[src/rtl/cam_dvp_capture_pkg.sv]
// Shared camera definitions: capture FSM encoding, frame geometry and RGB565 layout.
// Also imported by the frame-buffer reader.
package cam_dvp_capture_pkg;

  typedef enum logic [1:0] {
    ST_IDLE = 2'd0,
    ST_SYNC = 2'd1,
    ST_SKIP = 2'd2,
    ST_CAPT = 2'd3
  } cam_state_t;

  localparam int unsigned CAM_IMG_W    = 320;
  localparam int unsigned CAM_IMG_H    = 240;
  localparam int unsigned FRAME_PIXELS = CAM_IMG_W * CAM_IMG_H;

  // RGB565 field positions: r = [15:11], g = [10:5], b = [4:0]
  typedef struct packed {
    logic [4:0] r;
    logic [5:0] g;
    logic [4:0] b;
  } rgb565_t;

  function automatic int unsigned frame_pixels(input int unsigned w, input int unsigned h);
    return w * h;
  endfunction

endpackage

[src/rtl/cam_dvp_capture_if.sv]
// DVP sensor bus plus frame-buffer write port of the capture stage.
// slave = capture block view, master = sensor/RAM environment view.
interface cam_dvp_capture_if #(
  parameter int unsigned ADDR_WIDTH = 18
);
  logic                  cam_vsync;
  logic                  cam_href;
  logic [7:0]            cam_data;
  logic [ADDR_WIDTH-1:0] ram_addr;
  logic [15:0]           ram_din;
  logic                  ram_we;

  modport master (
    output cam_vsync, cam_href, cam_data,
    input  ram_addr, ram_din, ram_we
  );

  modport slave (
    input  cam_vsync, cam_href, cam_data,
    output ram_addr, ram_din, ram_we
  );
endinterface

[src/rtl/cam_dvp_capture_byte_pair.sv]
// DVP input registers, vsync edge detection and byte-to-RGB565 pairing.
// All outputs are registered single-cycle pulses one edge after the input registers.
module cam_byte_pair (
  input  logic        clk,
  input  logic        rst_n,
  input  logic        cam_vsync,
  input  logic        cam_href,
  input  logic [7:0]  cam_data,
  output logic        pix_valid,
  output logic [15:0] pix_data,
  output logic        odd_err,
  output logic        vs_rise,
  output logic        vs_fall
);

  logic       vsync_q;
  logic       vsync_d;
  logic       href_q;
  logic [7:0] data_q;
  logic [7:0] hi_q;
  logic       toggle;

  always_ff @(posedge clk or negedge rst_n) begin
    if (!rst_n) begin
      vsync_q   <= 1'b0;
      vsync_d   <= 1'b0;
      href_q    <= 1'b0;
      data_q    <= '0;
      hi_q      <= '0;
      toggle    <= 1'b0;
      pix_valid <= 1'b0;
      pix_data  <= '0;
      odd_err   <= 1'b0;
      vs_rise   <= 1'b0;
      vs_fall   <= 1'b0;
    end else begin
      vsync_q   <= cam_vsync;
      vsync_d   <= vsync_q;
      href_q    <= cam_href;
      data_q    <= cam_data;
      vs_rise   <= vsync_q & ~vsync_d;
      vs_fall   <= ~vsync_q & vsync_d;
      pix_valid <= 1'b0;
      odd_err   <= 1'b0;
      if (href_q) begin
        if (!toggle) begin
          hi_q   <= data_q;
          toggle <= 1'b1;
        end else begin
          pix_data  <= {hi_q, data_q};
          pix_valid <= 1'b1;
          toggle    <= 1'b0;
        end
      end else begin
        // line ended on a high byte: drop the half pixel and flag it
        odd_err <= toggle;
        toggle  <= 1'b0;
      end
    end
  end

endmodule

[src/rtl/cam_dvp_capture.sv]
// Camera capture stage: frame gating with settle-frame skipping, frame-buffer
// write address/data/strobe generation and per-frame completion status.
module cam_dvp_capture
  import cam_dvp_capture_pkg::*;
#(
  parameter int unsigned ADDR_WIDTH  = 18,
  parameter int unsigned IMG_W       = CAM_IMG_W,
  parameter int unsigned IMG_H       = CAM_IMG_H,
  parameter int unsigned SKIP_FRAMES = 2
) (
  input  logic              clk,
  input  logic              rst_n,
  input  logic              cap_en,
  cam_dvp_capture_if.slave  bus,
  output logic              frame_done,
  output logic              frame_ok,
  output logic [7:0]        frame_cnt
);

  localparam int unsigned FRAME_PIX = frame_pixels(IMG_W, IMG_H);
  localparam logic [ADDR_WIDTH:0]   CNT_FULL  = (ADDR_WIDTH+1)'(FRAME_PIX);
  localparam logic [ADDR_WIDTH:0]   CNT_OVER  = CNT_FULL + 1'b1;
  localparam logic [ADDR_WIDTH-1:0] ADDR_LAST = ADDR_WIDTH'(FRAME_PIX - 1);
  localparam logic [7:0]            SKIP_LD   = 8'(SKIP_FRAMES);

  logic        pix_valid;
  logic [15:0] pix_data;
  logic        odd_err;
  logic        vs_rise;
  logic        vs_fall;

  cam_byte_pair u_pair (
    .clk       (clk),
    .rst_n     (rst_n),
    .cam_vsync (bus.cam_vsync),
    .cam_href  (bus.cam_href),
    .cam_data  (bus.cam_data),
    .pix_valid (pix_valid),
    .pix_data  (pix_data),
    .odd_err   (odd_err),
    .vs_rise   (vs_rise),
    .vs_fall   (vs_fall)
  );

  cam_state_t            state;
  cam_state_t            state_nxt;
  logic [7:0]            skip_cnt;
  logic [ADDR_WIDTH:0]   pix_cnt;
  logic [ADDR_WIDTH:0]   pix_cnt_nxt;
  logic                  odd_flag;
  logic                  odd_nxt;
  logic [ADDR_WIDTH-1:0] ram_addr_q;
  logic [15:0]           ram_din_q;
  logic                  ram_we_q;

  logic load_skip;
  logic dec_skip;
  logic start_cap;
  logic end_frame;
  logic capturing;
  logic pix_in;
  logic pix_write;

  always_ff @(posedge clk or negedge rst_n) begin
    if (!rst_n) state <= ST_IDLE;
    else        state <= state_nxt;
  end

  always_comb begin
    state_nxt = state;
    load_skip = 1'b0;
    dec_skip  = 1'b0;
    start_cap = 1'b0;
    end_frame = 1'b0;
    if (!cap_en) begin
      state_nxt = ST_IDLE;
    end else begin
      case (state)
        ST_IDLE: begin
          state_nxt = ST_SYNC;
          load_skip = 1'b1;
        end
        ST_SYNC: begin
          if (vs_fall) begin
            if (skip_cnt != '0) begin
              dec_skip  = 1'b1;
              state_nxt = ST_SKIP;
            end else begin
              start_cap = 1'b1;
              state_nxt = ST_CAPT;
            end
          end
        end
        ST_SKIP: begin
          if (vs_rise) state_nxt = ST_SYNC;
        end
        ST_CAPT: begin
          if (vs_rise) begin
            end_frame = 1'b1;
            state_nxt = ST_SYNC;
          end
        end
        default: state_nxt = ST_IDLE;
      endcase
    end

    // Next-cycle counter/flag values feed the frame_ok decision so a pixel or
    // odd-byte event coinciding with the vsync edge is included.
    capturing   = cap_en && (state == ST_CAPT);
    pix_in      = capturing && pix_valid;
    pix_write   = pix_in && (pix_cnt < CNT_FULL);
    pix_cnt_nxt = (pix_in && (pix_cnt != CNT_OVER)) ? pix_cnt + 1'b1 : pix_cnt;
    odd_nxt     = odd_flag | (capturing && odd_err);
  end

  always_ff @(posedge clk or negedge rst_n) begin
    if (!rst_n) begin
      skip_cnt   <= '0;
      pix_cnt    <= '0;
      odd_flag   <= 1'b0;
      ram_addr_q <= '0;
      ram_din_q  <= '0;
      ram_we_q   <= 1'b0;
      frame_done <= 1'b0;
      frame_ok   <= 1'b0;
      frame_cnt  <= '0;
    end else begin
      if (load_skip)     skip_cnt <= SKIP_LD;
      else if (dec_skip) skip_cnt <= skip_cnt - 1'b1;

      if (start_cap) begin
        pix_cnt  <= '0;
        odd_flag <= 1'b0;
      end else begin
        pix_cnt  <= pix_cnt_nxt;
        odd_flag <= odd_nxt;
      end

      ram_we_q <= pix_write;
      if (pix_write) ram_din_q <= pix_data;

      // address advances the cycle after a write and parks on the last word
      if (start_cap)
        ram_addr_q <= '0;
      else if (ram_we_q && (ram_addr_q != ADDR_LAST))
        ram_addr_q <= ram_addr_q + 1'b1;

      frame_done <= end_frame;
      if (end_frame) begin
        frame_ok  <= (pix_cnt_nxt == CNT_FULL) && !odd_nxt;
        frame_cnt <= frame_cnt + 1'b1;
      end
    end
  end

  assign bus.ram_addr = ram_addr_q;
  assign bus.ram_din  = ram_din_q;
  assign bus.ram_we   = ram_we_q;

endmodule
[src/flat_wrapper.sv]
// flat-port wrapper written by rule: the top's interface ports become plain ports
module cam_dvp_capture_flat import cam_dvp_capture_pkg::*;
#(
  parameter int unsigned ADDR_WIDTH  = 18,
  parameter int unsigned IMG_W       = CAM_IMG_W,
  parameter int unsigned IMG_H       = CAM_IMG_H,
  parameter int unsigned SKIP_FRAMES = 2
)
  (clk, rst_n, cap_en, frame_done, frame_ok, frame_cnt, bus_cam_vsync, bus_cam_href, bus_cam_data, bus_ram_addr, bus_ram_din, bus_ram_we);
  cam_dvp_capture_if #(.ADDR_WIDTH(ADDR_WIDTH)) bus_i ();
  input  logic clk;
  input  logic rst_n;
  input  logic cap_en;
  output logic frame_done;
  output logic frame_ok;
  output logic [7:0] frame_cnt;
  input wire logic [$bits(bus_i.cam_vsync)-1:0] bus_cam_vsync;
  input wire logic [$bits(bus_i.cam_href)-1:0] bus_cam_href;
  input wire logic [$bits(bus_i.cam_data)-1:0] bus_cam_data;
  output wire logic [$bits(bus_i.ram_addr)-1:0] bus_ram_addr;
  output wire logic [$bits(bus_i.ram_din)-1:0] bus_ram_din;
  output wire logic [$bits(bus_i.ram_we)-1:0] bus_ram_we;
  assign bus_i.cam_vsync = bus_cam_vsync;
  assign bus_i.cam_href = bus_cam_href;
  assign bus_i.cam_data = bus_cam_data;
  assign bus_ram_addr = bus_i.ram_addr;
  assign bus_ram_din = bus_i.ram_din;
  assign bus_ram_we = bus_i.ram_we;
  cam_dvp_capture #(.ADDR_WIDTH(ADDR_WIDTH), .IMG_W(IMG_W), .IMG_H(IMG_H), .SKIP_FRAMES(SKIP_FRAMES)) u_core (.clk(clk), .rst_n(rst_n), .cap_en(cap_en), .bus(bus_i), .frame_done(frame_done), .frame_ok(frame_ok), .frame_cnt(frame_cnt));
endmodule
[config.mk]
export PLATFORM = sky130hd
export DESIGN_NAME = cam_dvp_capture_flat
export DESIGN_NICKNAME = d
export VERILOG_FILES = /design/src/rtl/cam_dvp_capture_pkg.sv /design/src/rtl/cam_dvp_capture_if.sv /design/src/rtl/cam_dvp_capture_byte_pair.sv /design/src/rtl/cam_dvp_capture.sv /design/src/flat_wrapper.sv
export SDC_FILE = /design/constraint.sdc
export NUM_CORES = 1
export LEC_CHECK = 0
export ABC_AREA = 1
export CAP_MARGIN = 10
export CORE_AREA = 2 2 114 116
export CTS_BUF_LIST = sky130_fd_sc_hd__clkbuf_8
export DETAILED_ROUTE_END_ITERATION = 8
export DIE_AREA = 0 0 116 118
export PLACE_DENSITY_LB_ADDON = 0.2
export SLEW_MARGIN = 20
export SYNTH_ARGS = -nofsm -noshare
export SYNTH_HDL_FRONTEND = slang
export SYNTH_SLANG_ARGS = --single-unit
[constraint.sdc]
create_clock -name clk -period 4.9 [get_ports clk]
set_input_delay 0.98 -clock clk [delete_from_list [all_inputs] [get_ports clk]]
set_output_delay 0.98 -clock clk [all_outputs]
set_load 0.02 [all_outputs]
## Yosys cells after proc, flatten, opt, wreduce, memory -nomap -nowiden

Index checks and enable logic that the tools add are counted.

| word-level totals | value |
|---|---|
| register bits | 115 |
| bits of input ports | 13 |
| logic and storage cells | 86 |

| cells by class | value |
|---|---|
| add/subtract/negate cells | 4 |
| order comparisons | 1 |
| equal/unequal tests | 8 |
| muxes and demuxes | 30 |
| bitwise gates (word level) | 6 |
| reductions and logical operators | 16 |

Operators by type and width:

| kind | number |
|---|---|
| $mux 19 | 2 |
| $mux 18 | 2 |
| $mux 1 | 20 |
| $add 19x1->19 const B | 1 |
| $eq 19x17->1 const B | 1 |
| $lt 19x17->1 const B | 1 |
| $ne 19x17->1 const B | 1 |
| $add 18x1->18 const B | 1 |
| $ne 18x17->1 const B | 1 |
| $mux 8 | 2 |
| $add 8x1->8 const B | 1 |
| $reduce_bool 8->1 | 1 |
| $sub 8x1->8 const B | 1 |
| $logic_and 1x1->1 | 7 |
| $mux 2 | 3 |
| $pmux 2 s3 | 1 |
| $reduce_and 2->1 | 3 |
| $eq 2x2->1 const B | 2 |
| $reduce_bool 2->1 | 2 |
| $ne 3x2->1 const B | 1 |
| $ne 3x3->1 const B | 1 |
| $not 1->1 | 3 |
| $and 1x1->1 | 2 |
| $eq 2x1->1 const B | 1 |
| 4 further kinds | 4 |

## Depth between registers and ports, before layout

| logic depth | value |
|---|---|
| word-level depth | 7 |
| gate-level depth with buffers | 17 |
| depth with buffers taken out | 16 |

## By module

Synthesis repeated with hierarchy kept, for this count alone.

| second synthesis, totals | value |
|---|---|
| cell total of the unflattened synthesis | 664 |
| area, all modules | 5,446.5 um2 |

By module, submodules not included:

| module | times used | cells each | area an instance (um2) | seq. area each (um2) |
|---|---|---|---|---|
| cam_dvp_capture | 1 | 536 | 4,030.1 | 1,876.8 |
| cam_byte_pair | 1 | 128 | 1,416.4 | 1,001.0 |

## Worst setup path before layout

OpenSTA, ideal clock, no wires.

| timing | value |
|---|---|
| kind | input-to-reg |
| start point | in cap_en |
| end point | reg u_core.frame_ok |
| library setup time | 0.065 ns |
| arrival | 2.120 ns |
| required time | 4.835 ns |
| slack | 2.716 ns |
| stages on the path | 12 |
| buffers on the path | 2 |
| cell sequence | buf_4 -> nand3_2 -> nor2_4 -> buf_6 -> nand2_1 -> xor2_1 -> inv_1 -> nor2_1 -> nand2_1 -> nor2_1 -> nand3_1 -> nand2_1 |

| on the way | value |
|---|---|
| longest elaborated chain between the ends | 6 |
| elaborated cells between the ends (all ways) | 10 |

RTL lines:

| element | line | source |
|---|---|---|
| start, declared | flat_wrapper.sv:13 | `input logic cap_en;` |
| $logic_and 1x1->1 | cam_dvp_capture.sv:109 | `capturing = cap_en && (state == ST_CAPT);` |
| $logic_and 1x1->1 | cam_dvp_capture.sv:110 | `pix_in = capturing && pix_valid;` |
| $logic_and 1x1->1 | cam_dvp_capture.sv:112 | `pix_cnt_nxt = (pix_in && (pix_cnt != CNT_OVER)) ? pix_cnt + 1'b1 : pix_cnt;` |
| $mux 19 | cam_dvp_capture.sv:112 |  |
| $eq 19x17->1 | cam_dvp_capture.sv:150 | `frame_ok <= (pix_cnt_nxt == CNT_FULL) && !odd_nxt;` |
| $logic_and 1x1->1 | cam_dvp_capture.sv:150 |  |
| end signal, assigned | cam_dvp_capture.sv:150 |  |
| end, declared | cam_dvp_capture.sv:16 | `output logic frame_ok,` |

Several ways; a longest one is shown, not always the timed one.
A chain may end at the register's enable or synchronous reset.

## Worst setup path after layout

| timing | value |
|---|---|
| start point | in cap_en |
| end point | reg u_core.ram_din_q[6], in the netlist u_core.bus.ram_din[6] |

| on the way | value |
|---|---|
| longest elaborated chain between the ends | 3 |

RTL lines:

| element | line | source |
|---|---|---|
| $logic_and 1x1->1 | cam_dvp_capture.sv:109 |  |
| $logic_and 1x1->1 | cam_dvp_capture.sv:110 |  |
| $logic_and 1x1->1 | cam_dvp_capture.sv:111 | `pix_write = pix_in && (pix_cnt < CNT_FULL);` |
| named net u_core.pix_write | cam_dvp_capture.sv:62 | `logic pix_write;` |
| end signal, assigned | cam_dvp_capture.sv:140 | `if (pix_write) ram_din_q <= pix_data;` |
| end, declared | cam_dvp_capture.sv:53 | `logic [15:0] ram_din_q;` |

The timed path passes the listed nets, and every way through them passes these cells.

==> impl_summary.md <==
Clocking
CTS saw 115 sinks. Hold repair after CTS inserted 0 buffers. The post-cts resize count is 0. Buffers inserted during clock tree synthesis total 17.

The clock network latency to the later pin of the worst-skew pair is 0.43 ns. The setup fix buffers added after clock tree synthesis is 0. The H-tree level count is 4. The CTS tree is yes. After clock tree synthesis, the clock-pin slew on the worst setup and hold paths is 0.07 ns.

The longest clock path from root to sink contains 2 buffers. The root buffer cell is sky130_fd_sc_hd__clkbuf_8.

Flow run
The number of max-cap violations is 0.

Setup path
In this run the critical register-to-register path is launched from u_core.skip_cnt[0]. The capture instance of the worst register-to-register path is u_core.bus.ram_addr[13]. The stage delay of the slowest cell on the critical path is 0.61 ns.

The standard cell with the maximum stage delay on the critical path is sky130_fd_sc_hd__clkdlybuf4s50_1. The beginning of the critical path is cap_en. The required time at the endpoint of the critical path is 5.27 ns.

The signal on the critical path passes through clkdlybuf4s50_1 -> nand3_2 -> nor2_4 -> inv_1 -> nor4_1 -> nand2_1 -> clkinv_1 -> nand2_1 -> nand2_1. In this run the register-to-register setup slack is 2.60 ns. Measured in cells, the most critical reg-to-reg path has a length of 11. The cell repeated most along the worst path is sky130_fd_sc_hd__nand2_1. The capturing element type of the critical path is a flip-flop.

The destination of the critical timing path is u_core.bus.ram_din[6]. The largest fanout on the critical path is 24. STA classifies the critical path startpoint as an input pin. At the worst endpoint, the arrival time is 3.35 ns. The critical setup path kind is input pin to flip-flop.

Synth
In this run the cell area of the synthesized design comes to 5470 um^2. Synthesis produced 668 cells. The share of synthesized flip-flops with an asynchronous set or reset is 1.00.

The count of distinct cell types in the synthesized netlist is 34. Among all flip-flop cells after synthesis, the most frequent one is sky130_fd_sc_hd__dfrtp_1. Yosys mapped a number of flops with a built-in enable equal to 0. For this run, the register share of the synthesized area comes to 0.527.

The net count of the mapped netlist is 687. The average instance in the mapped netlist occupies 8.18 um^2. During synthesis, Yosys emitted a total of 0 warnings. The area fraction in compound gates after synthesis is 0.0758.

After synthesis, the share of cell area in mux cells is 0. Of the total synthesized cell area, the portion taken by XOR and XNOR cells is 0.0321. The simple-gate area share of the yosys netlist is 0.275. In this run, synthesis produced a sequential element count of 115. The main combinational cell family by area after synthesis is simple AND/OR/NAND/NOR gates. The adder-cell share of the synthesized area is 0.0137.

STA
Timing would allow up to 0.336 GHz. The shortest period the worst path allows is 2.97 ns. The measured slew at the worst slew-check pin is 0.664 ns. The count of endpoints failing hold in the final timing report is 0. Measured against its own limit, the worst slew margin works out to 0.556.

The ratio of final minimum period to clock period is 0.607. Setup repair after global routing left no endpoint under its margin. The worst hold-check slack is 0.394 ns.

The number of pins exceeding their max-slew limit in the final report is 0. Summed over all failing endpoints, the final setup total negative slack is 0 ns. The worst-case clock skew is 0.00862 ns. Setup violations remaining at the end of the flow were counted as 0.

Floorplan
The total number of placement rows is 41. The count of boundary I/O pins is 58. For this configuration, the core starts out at a cell density of 0.440. The vertical extent of the die is 118 um. The die covers 13,700 um^2. The width of the die is 116 um.

The core region is 12,400 um^2.

Power
VDD sags by at most 0.185 mV. The power per unit of standard cell area is 346 nW/um^2. The standby leakage power is 3.24 nW.

Routing
In the final routed layout, each cell accounts on average for 12.5 um. The total vias in the final route is 4,471. The remaining number of nets flagged by the antenna check after routing is 0. The final layout contains routed wiring with a total length of 11,500 um. In this run, the number of DRC markers left after iteration 0 of detailed routing was 288. The total iterations of the first detailed-routing run is 5. The post-detailed-route via-to-cell ratio is 4.87. The number of DRC violations after detailed routing is 0.

Finish
The number of cells in the finished layout apart from fillers is 918. The area growth from synthesis to final layout is 20.3%. The library cell used most frequently in the layout, excluding fill and tap cells, is sky130_fd_sc_hd__nand2_1. Leaving out fill and tap cells, the most frequent cells in the layout are 177 x sky130_fd_sc_hd__nand2_1, 115 x sky130_fd_sc_hd__dfrtp_1, 87 x sky130_fd_sc_hd__inv_1. The number of antenna diodes in the final layout is 0. The layout cell share with drive strength beyond 1 is 0.0710.

The final layout contains 752 nets. The fill cell total of the finished layout is 1,153.

Status
The flow ran to the end, and the final reports show no timing, DRC or antenna violations.

Global routing
For this run the aggregate overflow at the end of global routing stands at 0. Across every metal layer, demand over resource in global routing totals 0.180. The global-route wire length before repair is 19,600 um. Entering global routing, the biggest net connects 53 pins. The via count of the first global-routing pass came to 4,195. The initial antenna violation count came to 0.

Placed design
Counting tap cells, the placed design contains a total of 886 instances. Once detailed placement completed, the half-perimeter wirelength came to 8120 um. Routability-driven placement finished with a final weighted congestion of 0.900. The number of input and output port buffers inserted is 57.

Min path
The type of the worst min-delay path is flip-flop to flip-flop.
## cells by family after synthesis
| kind of cell | after synthesis |
|---|---|
| xor+xnor | 20 |
| buf+inv | 103 |
| compound gates | 79 |
| simple gates | 345 |
| fa+ha+maj | 6 |
| flops | 115 |
## power by group
group / switching, mW / internal, mW / leakage, nW / total [mW]
Sequential: 0.0762 / 1.03 / 1.50 / 1.11
Combinational: 0.186 / 0.119 / 1.55 / 0.305
Clock: 0.407 / 0.454 / 0.194 / 0.861
Total: 0.669 / 1.61 / 3.24 / 2.28
## per-layer routing
metal / GRT usage / wire (um) / vias to the layer above
li1: - / - / 2245
met1: 0.241 / 5420 / 2114
met2: 0.280 / 5490 / 101
met3: 0.0453 / 416 / 11
met4: 0.0692 / 144 / 0
met5: 0 / 0 / -
## flip-flops by register name, summed over array words and instances, names as in the netlist
signal and cells:
u_core.u_pair.data_q 8, u_core.frame_cnt 8, u_core.u_pair.pix_valid 1, u_core.pix_cnt 19, u_core.u_pair.hi_q 8, u_core.bus.ram_addr 18, u_core.u_pair.vsync_q 1, u_core.u_pair.odd_err 1
u_core.u_pair.vs_fall 1, u_core.u_pair.vsync_d 1, u_core.bus.ram_we 1, u_core.u_pair.pix_data 16, u_core.u_pair.toggle 1, u_core.frame_done 1, u_core.u_pair.href_q 1, u_core.odd_flag 1
u_core.bus.ram_din 16, u_core.skip_cnt 8, u_core.frame_ok 1, u_core.u_pair.vs_rise 1, u_core.state 2
## Yosys cell counts, types with 2 or more instances
master	number	share of area
sky130_fd_sc_hd__o21ai_1	2	0.0018
sky130_fd_sc_hd__nor2_4	3	0.0062
sky130_fd_sc_hd__buf_2	4	0.0037
sky130_fd_sc_hd__nand3b_1	6	0.0082
sky130_fd_sc_hd__a21oi_1	20	0.018
sky130_fd_sc_hd__inv_2	2	0.0014
sky130_fd_sc_hd__nor2_1	74	0.051
sky130_fd_sc_hd__ha_1	6	0.014
sky130_fd_sc_hd__nand2_2	4	0.0046
sky130_fd_sc_hd__nand3_1	39	0.036
sky130_fd_sc_hd__xor2_1	17	0.027
sky130_fd_sc_hd__o21ai_0	53	0.049
sky130_fd_sc_hd__nor4_1	6	0.0069
sky130_fd_sc_hd__buf_6	2	0.0041
sky130_fd_sc_hd__nor3_1	13	0.012
sky130_fd_sc_hd__dfrtp_1	115	0.53
sky130_fd_sc_hd__clkbuf_1	6	0.0041
sky130_fd_sc_hd__nand2_1	177	0.12
sky130_fd_sc_hd__inv_1	86	0.059
sky130_fd_sc_hd__nor2_2	4	0.0046
sky130_fd_sc_hd__and3_1	2	0.0023
sky130_fd_sc_hd__nand4_1	13	0.015
sky130_fd_sc_hd__xnor2_1	3	0.0048
## how the worst min path moves through the flow
stage                                     start                    end  cells past startpoint
after CTS                 u_core.u_pair.vsync_q  u_core.u_pair.vsync_d                      0
final                     u_core.u_pair.vsync_q  u_core.u_pair.vsync_d                      0
after detailed placement  u_core.u_pair.vsync_q  u_core.u_pair.vsync_d                      0
after global placement    u_core.u_pair.vsync_q  u_core.u_pair.vsync_d                      0
after floorplan           u_core.u_pair.vsync_q  u_core.u_pair.vsync_d                      0
after global routing      u_core.u_pair.vsync_q  u_core.u_pair.vsync_d                      0
## area by class of cell
class                   count  area (um^2)  share of cell area
clock buffers              17          234              0.0356
clock inverters            15          158              0.0240
inverters                  89          334              0.0508
multi-input cells         450         2170               0.330
flip-flops and latches    115         2880               0.438
well taps                 172          215              0.0327
repair buffers             60          591              0.0898
## stage by stage
| stage | total power [mW] | utilization | setup slack [ns] | instance area, um^2 |
|---|---|---|---|---|
| final | 2.28 | 0.530 | 1.93 | 6580 |
| after global routing | 2.40 | 0.530 | 1.67 | 6580 |
| after CTS | 2.31 | 0.530 | 1.94 | 6580 |
| after detailed placement | 1.43 | 0.498 | 1.48 | 6180 |
| after global placement | 1.43 | 0.498 | 1.58 | 6180 |
| after floorplan | 1.31 | - | 2.72 | 5470 |
## worst max-delay path, delay by kind of cell
kind / cells / cell delay (ns)
buffers and inverters: 3 / 1.09
AND/OR/NAND/NOR: 6 / 1.26
No activity file was read; power rests on OpenSTA's default activity.
